**src/rtl/seq_pattern_detector.sv**
```systemverilog
`default_nettype none
// ============================================================================
// seq_pattern_detector
// Serial bit-pattern recogniser with run-time pattern, length-PAT_W history,
// overlap mode, registered match pulse and saturating match counter.
// Optional per-bit don't-care mask: define SEQ_PATTERN_MASK_EN.
// Revision: 1.0
// ============================================================================
module seq_pattern_detector #(
  parameter int               PAT_W       = 4,
  parameter int               CNT_W       = 8,
  parameter logic [PAT_W-1:0] DEFAULT_PAT = 4'b1101,
  parameter logic             DEFAULT_OVL = 1'b1
) (
  input  logic             clk,
  input  logic             reset,
  input  logic             din,
  input  logic             din_valid,
  input  logic             cfg_load,
  input  logic [PAT_W-1:0] cfg_pattern,
  input  logic             cfg_overlap,
`ifdef SEQ_PATTERN_MASK_EN
  input  logic [PAT_W-1:0] cfg_mask,
`endif
  input  logic             clr_count,
  output logic             match,
  output logic [CNT_W-1:0] match_count,
  output logic             armed
);

  localparam int               FILL_W      = $clog2(PAT_W + 1);
  localparam logic [FILL_W-1:0] C_FILL_FULL = FILL_W'(PAT_W);
  localparam logic [CNT_W-1:0]  C_CNT_MAX   = '1;

  logic [PAT_W-1:0]  pat_q,  pat_d;
  logic              ovl_q,  ovl_d;
  logic [PAT_W-1:0]  hist_q, hist_d;
  logic [FILL_W-1:0] fill_q, fill_d;
  logic              match_q, match_d;
  logic [CNT_W-1:0]  cnt_q,  cnt_d;
  logic              armed_q, armed_d;

  logic [PAT_W-1:0]  w_cmp_mask;
  logic [PAT_W-1:0]  w_hist_shift;
  logic [FILL_W-1:0] w_fill_inc;
  logic              w_hit;

`ifdef SEQ_PATTERN_MASK_EN
  logic [PAT_W-1:0] mask_q, mask_d;

  always_ff @(posedge clk or posedge reset) begin
    if (reset) begin
      mask_q <= '1;
    end else begin
      mask_q <= mask_d;
    end
  end

  always_comb begin
    mask_d = mask_q;
    if (cfg_load) begin
      mask_d = cfg_mask;
    end
  end

  assign w_cmp_mask = mask_q;
`else
  assign w_cmp_mask = '1;
`endif

  // Newest bit enters at the LSB so the oldest bit lines up with pattern MSB.
  assign w_hist_shift = {hist_q[PAT_W-2:0], din};
  assign w_fill_inc   = (fill_q == C_FILL_FULL) ? fill_q : fill_q + FILL_W'(1);
  assign w_hit        = (w_fill_inc == C_FILL_FULL) &&
                        (((w_hist_shift ^ pat_q) & w_cmp_mask) == '0);

  always_comb begin
    pat_d   = pat_q;
    ovl_d   = ovl_q;
    hist_d  = hist_q;
    fill_d  = fill_q;
    match_d = 1'b0;

    if (cfg_load) begin
      pat_d  = cfg_pattern;
      ovl_d  = cfg_overlap;
      hist_d = '0;
      fill_d = '0;
    end else if (din_valid) begin
      hist_d  = w_hist_shift;
      fill_d  = w_fill_inc;
      match_d = w_hit;
      if (w_hit && !ovl_q) begin
        hist_d = '0;
        fill_d = '0;
      end
    end
  end

  // A clear in the same cycle as a match wins; that match is not counted.
  always_comb begin
    cnt_d = cnt_q;
    if (clr_count) begin
      cnt_d = '0;
    end else if (match_d && (cnt_q != C_CNT_MAX)) begin
      cnt_d = cnt_q + CNT_W'(1);
    end
  end

  assign armed_d = (fill_d == C_FILL_FULL);

  always_ff @(posedge clk or posedge reset) begin
    if (reset) begin
      pat_q   <= DEFAULT_PAT;
      ovl_q   <= DEFAULT_OVL;
      hist_q  <= '0;
      fill_q  <= '0;
      match_q <= 1'b0;
      cnt_q   <= '0;
      armed_q <= 1'b0;
    end else begin
      pat_q   <= pat_d;
      ovl_q   <= ovl_d;
      hist_q  <= hist_d;
      fill_q  <= fill_d;
      match_q <= match_d;
      cnt_q   <= cnt_d;
      armed_q <= armed_d;
    end
  end

  assign match       = match_q;
  assign match_count = cnt_q;
  assign armed       = armed_q;

endmodule
`default_nettype wire

```
**config.mk**
```make
export PLATFORM = sky130hd
export DESIGN_NAME = seq_pattern_detector
export DESIGN_NICKNAME = d
export VERILOG_FILES = /design/src/rtl/seq_pattern_detector.sv
export SDC_FILE = /design/constraint.sdc
export NUM_CORES = 1
export LEC_CHECK = 0
export ABC_AREA = 1
export CORE_MARGIN = 8
export CORE_UTILIZATION = 56
export CTS_CLUSTER_DIAMETER = 60
export DETAILED_ROUTE_END_ITERATION = 10
export PLACE_DENSITY = 0.93
export RECOVER_POWER = 100
export SETUP_SLACK_MARGIN = 0.15
export SLEW_MARGIN = 20
export SYNTH_ARGS = -nofsm -noshare
export SYNTH_HDL_FRONTEND = slang
export SYNTH_SLANG_ARGS = --single-unit
```
**constraint.sdc**
```tcl
create_clock -name clk -period 4.6 [get_ports clk]
set_clock_uncertainty 0.15 [all_clocks]
set_input_delay 0.92 -clock clk [delete_from_list [all_inputs] [get_ports clk]]
set_output_delay 0.92 -clock clk [all_outputs]
set_load 0.05 [all_outputs]
```
==> results of run 1 <==
## metrics by stage
step                      hold WS (ns)   util  area [µm²]  cells  power [W]
final                            0.370  0.673        1450    212   0.000336
after global routing             0.392  0.673        1450    212   0.000353
after CTS                        0.374  0.691        1490    212   0.000342
after detailed placement         0.355  0.679        1460    208   0.000252
after global placement           0.334  0.679        1460    208   0.000250
after floorplan                  0.310      -        1230    161   0.000234
## layout by cell type, fill, tap and decap left out, drive strengths merged
master,synthesis,routed
ha,3,3
nand4,4,4
o22ai,4,4
dlygate4sd3,0,13
o21ai,7,7
dfstp,4,4
a21oi,2,2
clkdlybuf4s50,0,7
nand2,53,53
clkinv,1,2
nor3,1,1
or2,1,1
clkbuf,1,3
nand3,13,13
inv,29,29
xnor2,2,2
xor2,2,2
dfrtp,17,17
nor2,16,16
a211oi,1,1
## flip-flops by register name (all words and copies together) (netlist names)
register     count
fill_q           3
hist_q           3
ovl_q            1
match_count      8
pat_q            4
armed            1
match            1
## power by group through the flow
stage	Combinational (W)	Clock [W]	Sequential [W]
floorplan	0.0000331	0	0.000201
global placement	0.0000490	0	0.000201
detailed placement	0.0000513	0	0.000201
CTS	0.0000516	0.0000925	0.000198
global route	0.0000560	0.0000990	0.000198
finish	0.0000488	0.0000891	0.000198
## area by class of cell
class,instances,area share
clock inverter,1,0.00346
sequential,21,0.367
inverter,30,0.0779
timing repair buffer,20,0.138
tap,28,0.0242
clock buffer,3,0.0156
multi-input combinational,109,0.374
## layer usage
metal	vias to the layer above	part of all wire
li1	546	-
met2	40	0.51
met4	0	0.026
met1	535	0.42
met5	-	0
met3	11	0.047
## kinds of logic after synthesis
logic type | after synthesis | synth area share
AO/OA/AOI/OAI | 14 | 0.0633
XOR/XNOR | 4 | 0.0286
adder cells (fa/ha/maj) | 3 | 0.0306
flip-flops | 21 | 0.433
AND/OR/NAND/NOR | 88 | 0.350
buffers and inverters | 31 | 0.0949
## worst paths after layout
kind,from,depth (start not counted),slack [ns],end
max,match_count[5]$_DFFE_PP0P_,1,1.86,match_count[5]
min,ovl_q$_DFFE_PP1P_,2,0.37,ovl_q$_DFFE_PP1P_
max reg2reg,fill_q[0]$_DFF_PP0_,11,2.35,match_count[2]$_DFFE_PP0P_
min reg2reg,ovl_q$_DFFE_PP1P_,2,0.37,ovl_q$_DFFE_PP1P_
max in group asynchronous,reset,2,2.79,hist_q[1]$_DFFE_PP0P_
min in group asynchronous,reset,2,1.03,match_count[0]$_DFFE_PP0P_
==> impl_metrics.csv, run 1 <==
group,metric,value,unit
status,status,"finished clean",
synth,yosysTopAreaCell,"dfrtp_1",
clock_tree,cts-hold-fix-buffers,0,
worst_hold_path,hold_class,"reg2reg",
routing,vias,1132,
clock_tree,cts_tree,"yes",
synth,synth_edf_count,0,
global_route,grt_util_met2,0.265,
global_route,grt_pass1_wl,4800,µm
routing,viasPerCell,5.34,
synth,synth_top_cells_by_count,"nand2_1 (50), inv_1 (29), dfrtp_1 (17)",
clock_tree,cts_htree_levels,1,
routing,first_pass_iters,4,
critical_path,cpLargestDelayFamily,"buffers and inverters",
routing,ant_nets,0,
clock_tree,clock_path_buffers,2,
power_and_ir_drop,p_sw,0.0000905,W
placed_design,place_ws,1.96,ns
global_route,gr-max-usage-layer,"met2",
routing,drtIter0Drc,44,
routing,wl_per_cell,12.8,µm
placed_design,gp_congestion,0.829,
power_and_ir_drop,power_frac_seq,0.589,
clock_tree,cts_resized,0,
clock_tree,clkLatencyLatePin,0.31,ns
synth,yosysTopAreaCellShare,0.347,
timing,fin_setup_tns,0,ns
clock_tree,cts_setup_buffers,0,
clock_tree,clock_sinks,21,
clock_tree,root_buffer,"clkbuf_4",
final_layout,multi_input_area,541,µm²
power_and_ir_drop,clockPowerShare,0.266,
final_layout,finalNetCount,199,
critical_path,end_kind,"primary output",
timing,setup_viol,0,
synth,synth_top_flop_cell,"dfrtp_1",
synth,ys_seq_area_frac,0.433,
synth,synth-async-reset-ratio,1.00,
global_route,grtUsageMet3,0.0305,
power_and_ir_drop,p_int,0.000245,W
routing,drcViolationCount,0,
global_route,antenna_found_initial,0,
global_route,grt-ovfl-total,0,
global_route,grt_use_total,0.145,
synth,ys_warn_count,0,
critical_path,cp_num_buf_inv,1,
routing,wl,2710,µm
global_route,grt.met1_usage,0.151,
synth,synth-seq-cells,21,
critical_path,cp_data_required_time,3.53,ns
placed_design,dpl.hpwl,2120,µm
power_and_ir_drop,p_leak,0.760,nW
job,cap_violations,0,
timing,fin_ws,1.86,ns
synth,synth_most_common_cell,"nand2_1",
final_layout,seqCellArea,531,µm²
critical_path,cp-start-kind,"flop",
timing,tightest_slew,0.778,ns
power_and_ir_drop,ir_worst_vdd,0.244,mV
timing,finalCritPeriodShare,0.596,
floorplan,core,2150,µm²
timing,clock.fmax,365,MHz
synth,synth_cell_type_count,26,
timing,rsz0062_at_grt,"no",
synth,synth_area_leaders,"dfrtp_1 (35%), nand2_1 (15%), inv_1 (8.9%)",
clock_tree,cts_buffers,3,
final_layout,fillCellCount,192,
global_route,grt_pass1_vias,1188,
final_layout,syn2layout_area_growth,18.0,%
critical_path,cpPeakStageDelay,0.91,ns
floorplan,die_w,62.8,µm
synth,postSynthAreaPerCell,7.62,µm²
timing,hold_viol,0,
final_layout,drive_above_1_share,0.0707,
synth,synth_area,1230,µm²
power_and_ir_drop,p_sw_frac,0.270,
final_layout,num_antenna_cells,0,
floorplan,die_area,3940,µm²
timing,maxSlewViolCount,0,
synth,synth_cells,161,
critical_path,cp_cell_sequence,"dlygate4sd3_1",
floorplan,ioPinCount,21,
clock_tree,clk_pin_slew,0.12,ns
critical_path,critPathSlowestCell,"dlygate4sd3_1",
floorplan,start_util,0.571,
synth,synth_nets,175,
timing,period_needed,2.74,ns
floorplan,rows,17,
power_and_ir_drop,combPwrFrac,0.146,
timing,slew_headroom,0.481,
critical_path,cp.arrival,1.67,ns
critical_path,cp_max_fo,5,
power_and_ir_drop,power_density,232,nW/µm²
global_route,grt_max_degree,22,
placed_design,numPortBuffers,20,
floorplan,die_height,62.8,µm
critical_path,path_class,"reg2out",
(Power assumes the default switching activity.)
==> run 2: changes to the inputs <==
--- a/config.mk
+++ b/config.mk
@@ -7,10 +7,10 @@
 export LEC_CHECK = 0
 export ABC_AREA = 1
 export CORE_MARGIN = 8
-export CORE_UTILIZATION = 56
+export CORE_UTILIZATION = 52
 export CTS_CLUSTER_DIAMETER = 60
 export DETAILED_ROUTE_END_ITERATION = 10
-export PLACE_DENSITY = 0.93
+export PLACE_DENSITY = 0.88
 export RECOVER_POWER = 100
 export SETUP_SLACK_MARGIN = 0.15
 export SLEW_MARGIN = 20
==> constraint.sdc (replaced) <==
create_clock -name clk -period 2.6 [get_ports clk]
set_clock_uncertainty 0.15 [all_clocks]
set_input_delay 0.52 -clock clk [delete_from_list [all_inputs] [get_ports clk]]
set_output_delay 0.52 -clock clk [all_outputs]
set_load 0.05 [all_outputs]
==> run 2 against run 1 <==
  * Total power up 76%
  * Critical path depth unchanged
  * Combinational power up 80%
  * Non-clock buffer count up 1
  * Utilization down 1.9 points
  * Cell count up 0.47%
  * Via count down 3.8%
  * Worst hold slack better by 0.0041 ns
  * Flip-flop and latch count unchanged
  * Cell area unchanged
  * Register-to-register slack worse by 2.1 ns
  * Critical path type unchanged
  * Largest cell class unchanged
==> impl_metrics.csv, run 2 (synthesis gave the netlist of run 1 again) <==
group,metric,value,unit
status,status,"finished clean",
critical_path,cp.arrival,1.66,ns
final_layout,num_antenna_cells,0,
floorplan,die_height,64.6,µm
routing,vias,1089,
clock_tree,cts_setup_buffers,0,
critical_path,cp_max_fo,5,
routing,drcViolationCount,0,
timing,period_needed,2.33,ns
critical_path,critPathSlowestCell,"dlygate4sd3_1",
clock_tree,cts_resized,0,
timing,finalCritPeriodShare,0.897,
timing,tightest_slew,0.776,ns
placed_design,gp_congestion,0.880,
timing,fin_setup_tns,0,ns
power_and_ir_drop,p_sw,0.000156,W
timing,rsz0062_at_grt,"no",
floorplan,die_w,64.6,µm
critical_path,cpLargestDelayFamily,"buffers and inverters",
timing,slew_headroom,0.482,
floorplan,die_area,4170,µm²
global_route,grt_pass1_wl,4780,µm
final_layout,finalNetCount,200,
final_layout,drive_above_1_share,0.0595,
clock_tree,cts_tree,"yes",
critical_path,path_class,"reg2out",
critical_path,end_kind,"primary output",
final_layout,largest_reg_flops,8,
global_route,grt_max_degree,22,
clock_tree,clk_pin_slew,0.11,ns
timing,setup_viol,0,
power_and_ir_drop,p_int,0.000436,W
floorplan,ioPinCount,21,
clock_tree,cts_htree_levels,1,
floorplan,start_util,0.554,
final_layout,final_common_cell,"nand2_1",
clock_tree,cts_buffers,3,
power_and_ir_drop,clockPowerShare,0.260,
routing,ant_nets,0,
critical_path,cp_cell_sequence,"dlygate4sd3_1",
placed_design,numPortBuffers,20,
routing,first_pass_iters,4,
critical_path,cp_data_required_time,1.93,ns
floorplan,rows,17,
routing,wl_per_cell,12.7,µm
global_route,antenna_found_initial,0,
global_route,grt_use_total,0.138,
routing,drtIter0Drc,36,
power_and_ir_drop,power_density,409,nW/µm²
timing,whs,0.374,ns
critical_path,cpPeakStageDelay,0.91,ns
power_and_ir_drop,p_sw_frac,0.264,
timing,clock.fmax,429,MHz
worst_hold_path,hold_class,"reg2reg",
critical_path,cp-start-kind,"flop",
global_route,grt_pass1_vias,1141,
power_and_ir_drop,ir_worst_vdd,0.339,mV
final_layout,syn2layout_area_growth,18.0,%
floorplan,core,2210,µm²
clock_tree,root_buffer,"clkbuf_4",
clock_tree,clock_path_buffers,2,
timing,hold_viol,0,
clock_tree,clkLatencyLatePin,0.30,ns
final_layout,layout_common_cells,"nand2_1 (51), inv_1 (29), dfrtp_1 (17)",
power_and_ir_drop,p_leak,0.759,nW
timing,maxSlewViolCount,0,
placed_design,dpl.hpwl,2090,µm
power_and_ir_drop,power_frac_seq,0.592,
clock_tree,clock_sinks,21,
power_and_ir_drop,combPwrFrac,0.148,
routing,viasPerCell,5.11,
job,cap_violations,0,
routing,wl,2700,µm
clock_tree,cts-hold-fix-buffers,0,
critical_path,cp_num_buf_inv,1,
global_route,grt-ovfl-total,0,
[run 2: cell count changes in the layout (fill, tap and decap cells not counted)]
cell,delta
clkbuf_1,+2
clkinv_2,-1
nand2_1,+1
nand2_2,-1
[run 2: layout make-up]
cell class              count  area (µm²)
fillers                   202         766
multi-input cells         109         538
flip-flops and latches     21         531
repair buffers             21         204
inverters                  30         113
well taps                  28        35.0
clock buffers               4        26.3
[run 2: metal layers]
metal | up-vias | global-route usage | share of wire
met3 | 5 | 0.0326 | 0.032
met4 | 0 | 0.0654 | 0.020
met2 | 22 | 0.237 | 0.49
met1 | 509 | 0.157 | 0.46
met5 | - | 0 | 0
li1 | 553 | - | -
[run 2: worst reg2reg max path: cells and delay by family (launching register included)]
family	cells	cell delay, ns
adders and majority gates	1	0.23
buffers and inverters	1	0.08
DFF	1	0.42
and+or+nand+nor	9	1.37
[run 2: per-stage QoR]
step           instance area, µm²   util  power (W)  instances  setup slack (ns)
2_1_floorplan                1230      -   0.000414        161             0.678
4_1_cts                      1490  0.674   0.000602        213             0.304
3_3_place_gp                 1470  0.662   0.000443        209             0.486
3_5_place_dp                 1470  0.662   0.000449        209             0.403
6_report                     1450  0.654   0.000592        213             0.268
5_1_grt                      1450  0.654   0.000621        213             0.126
[run 2: path summary, 6_finish.rpt]
kind / startpoint / to / slack [ns] / depth (start not counted)
max in group asynchronous: reset / match_count[4]$_DFFE_PP0P_ / 1.17 / 2
worst max register to register: fill_q[0]$_DFF_PP0_ / match_count[5]$_DFFE_PP0P_ / 0.29 / 11
worst min register to register: pat_q[0]$_DFFE_PP1P_ / pat_q[0]$_DFFE_PP1P_ / 0.37 / 2
worst max-delay path: match_count[7]$_DFFE_PP0P_ / match_count[7] / 0.27 / 1
min in group asynchronous: reset / match_count[2]$_DFFE_PP0P_ / 0.65 / 2
worst min-delay path: pat_q[0]$_DFFE_PP1P_ / pat_q[0]$_DFFE_PP1P_ / 0.37 / 2
[run 2: power groups by stage]
| stage | Sequential [W] | Combinational, W | Clock (W) |
|---|---|---|---|
| 6_report | 0.000350 | 0.0000876 | 0.000154 |
| 5_1_grt | 0.000352 | 0.0000986 | 0.000171 |
| 4_1_cts | 0.000350 | 0.0000935 | 0.000158 |
| 3_5_place_dp | 0.000356 | 0.0000931 | 0 |
| 3_3_place_gp | 0.000355 | 0.0000882 | 0 |
| 2_1_floorplan | 0.000355 | 0.0000586 | 0 |
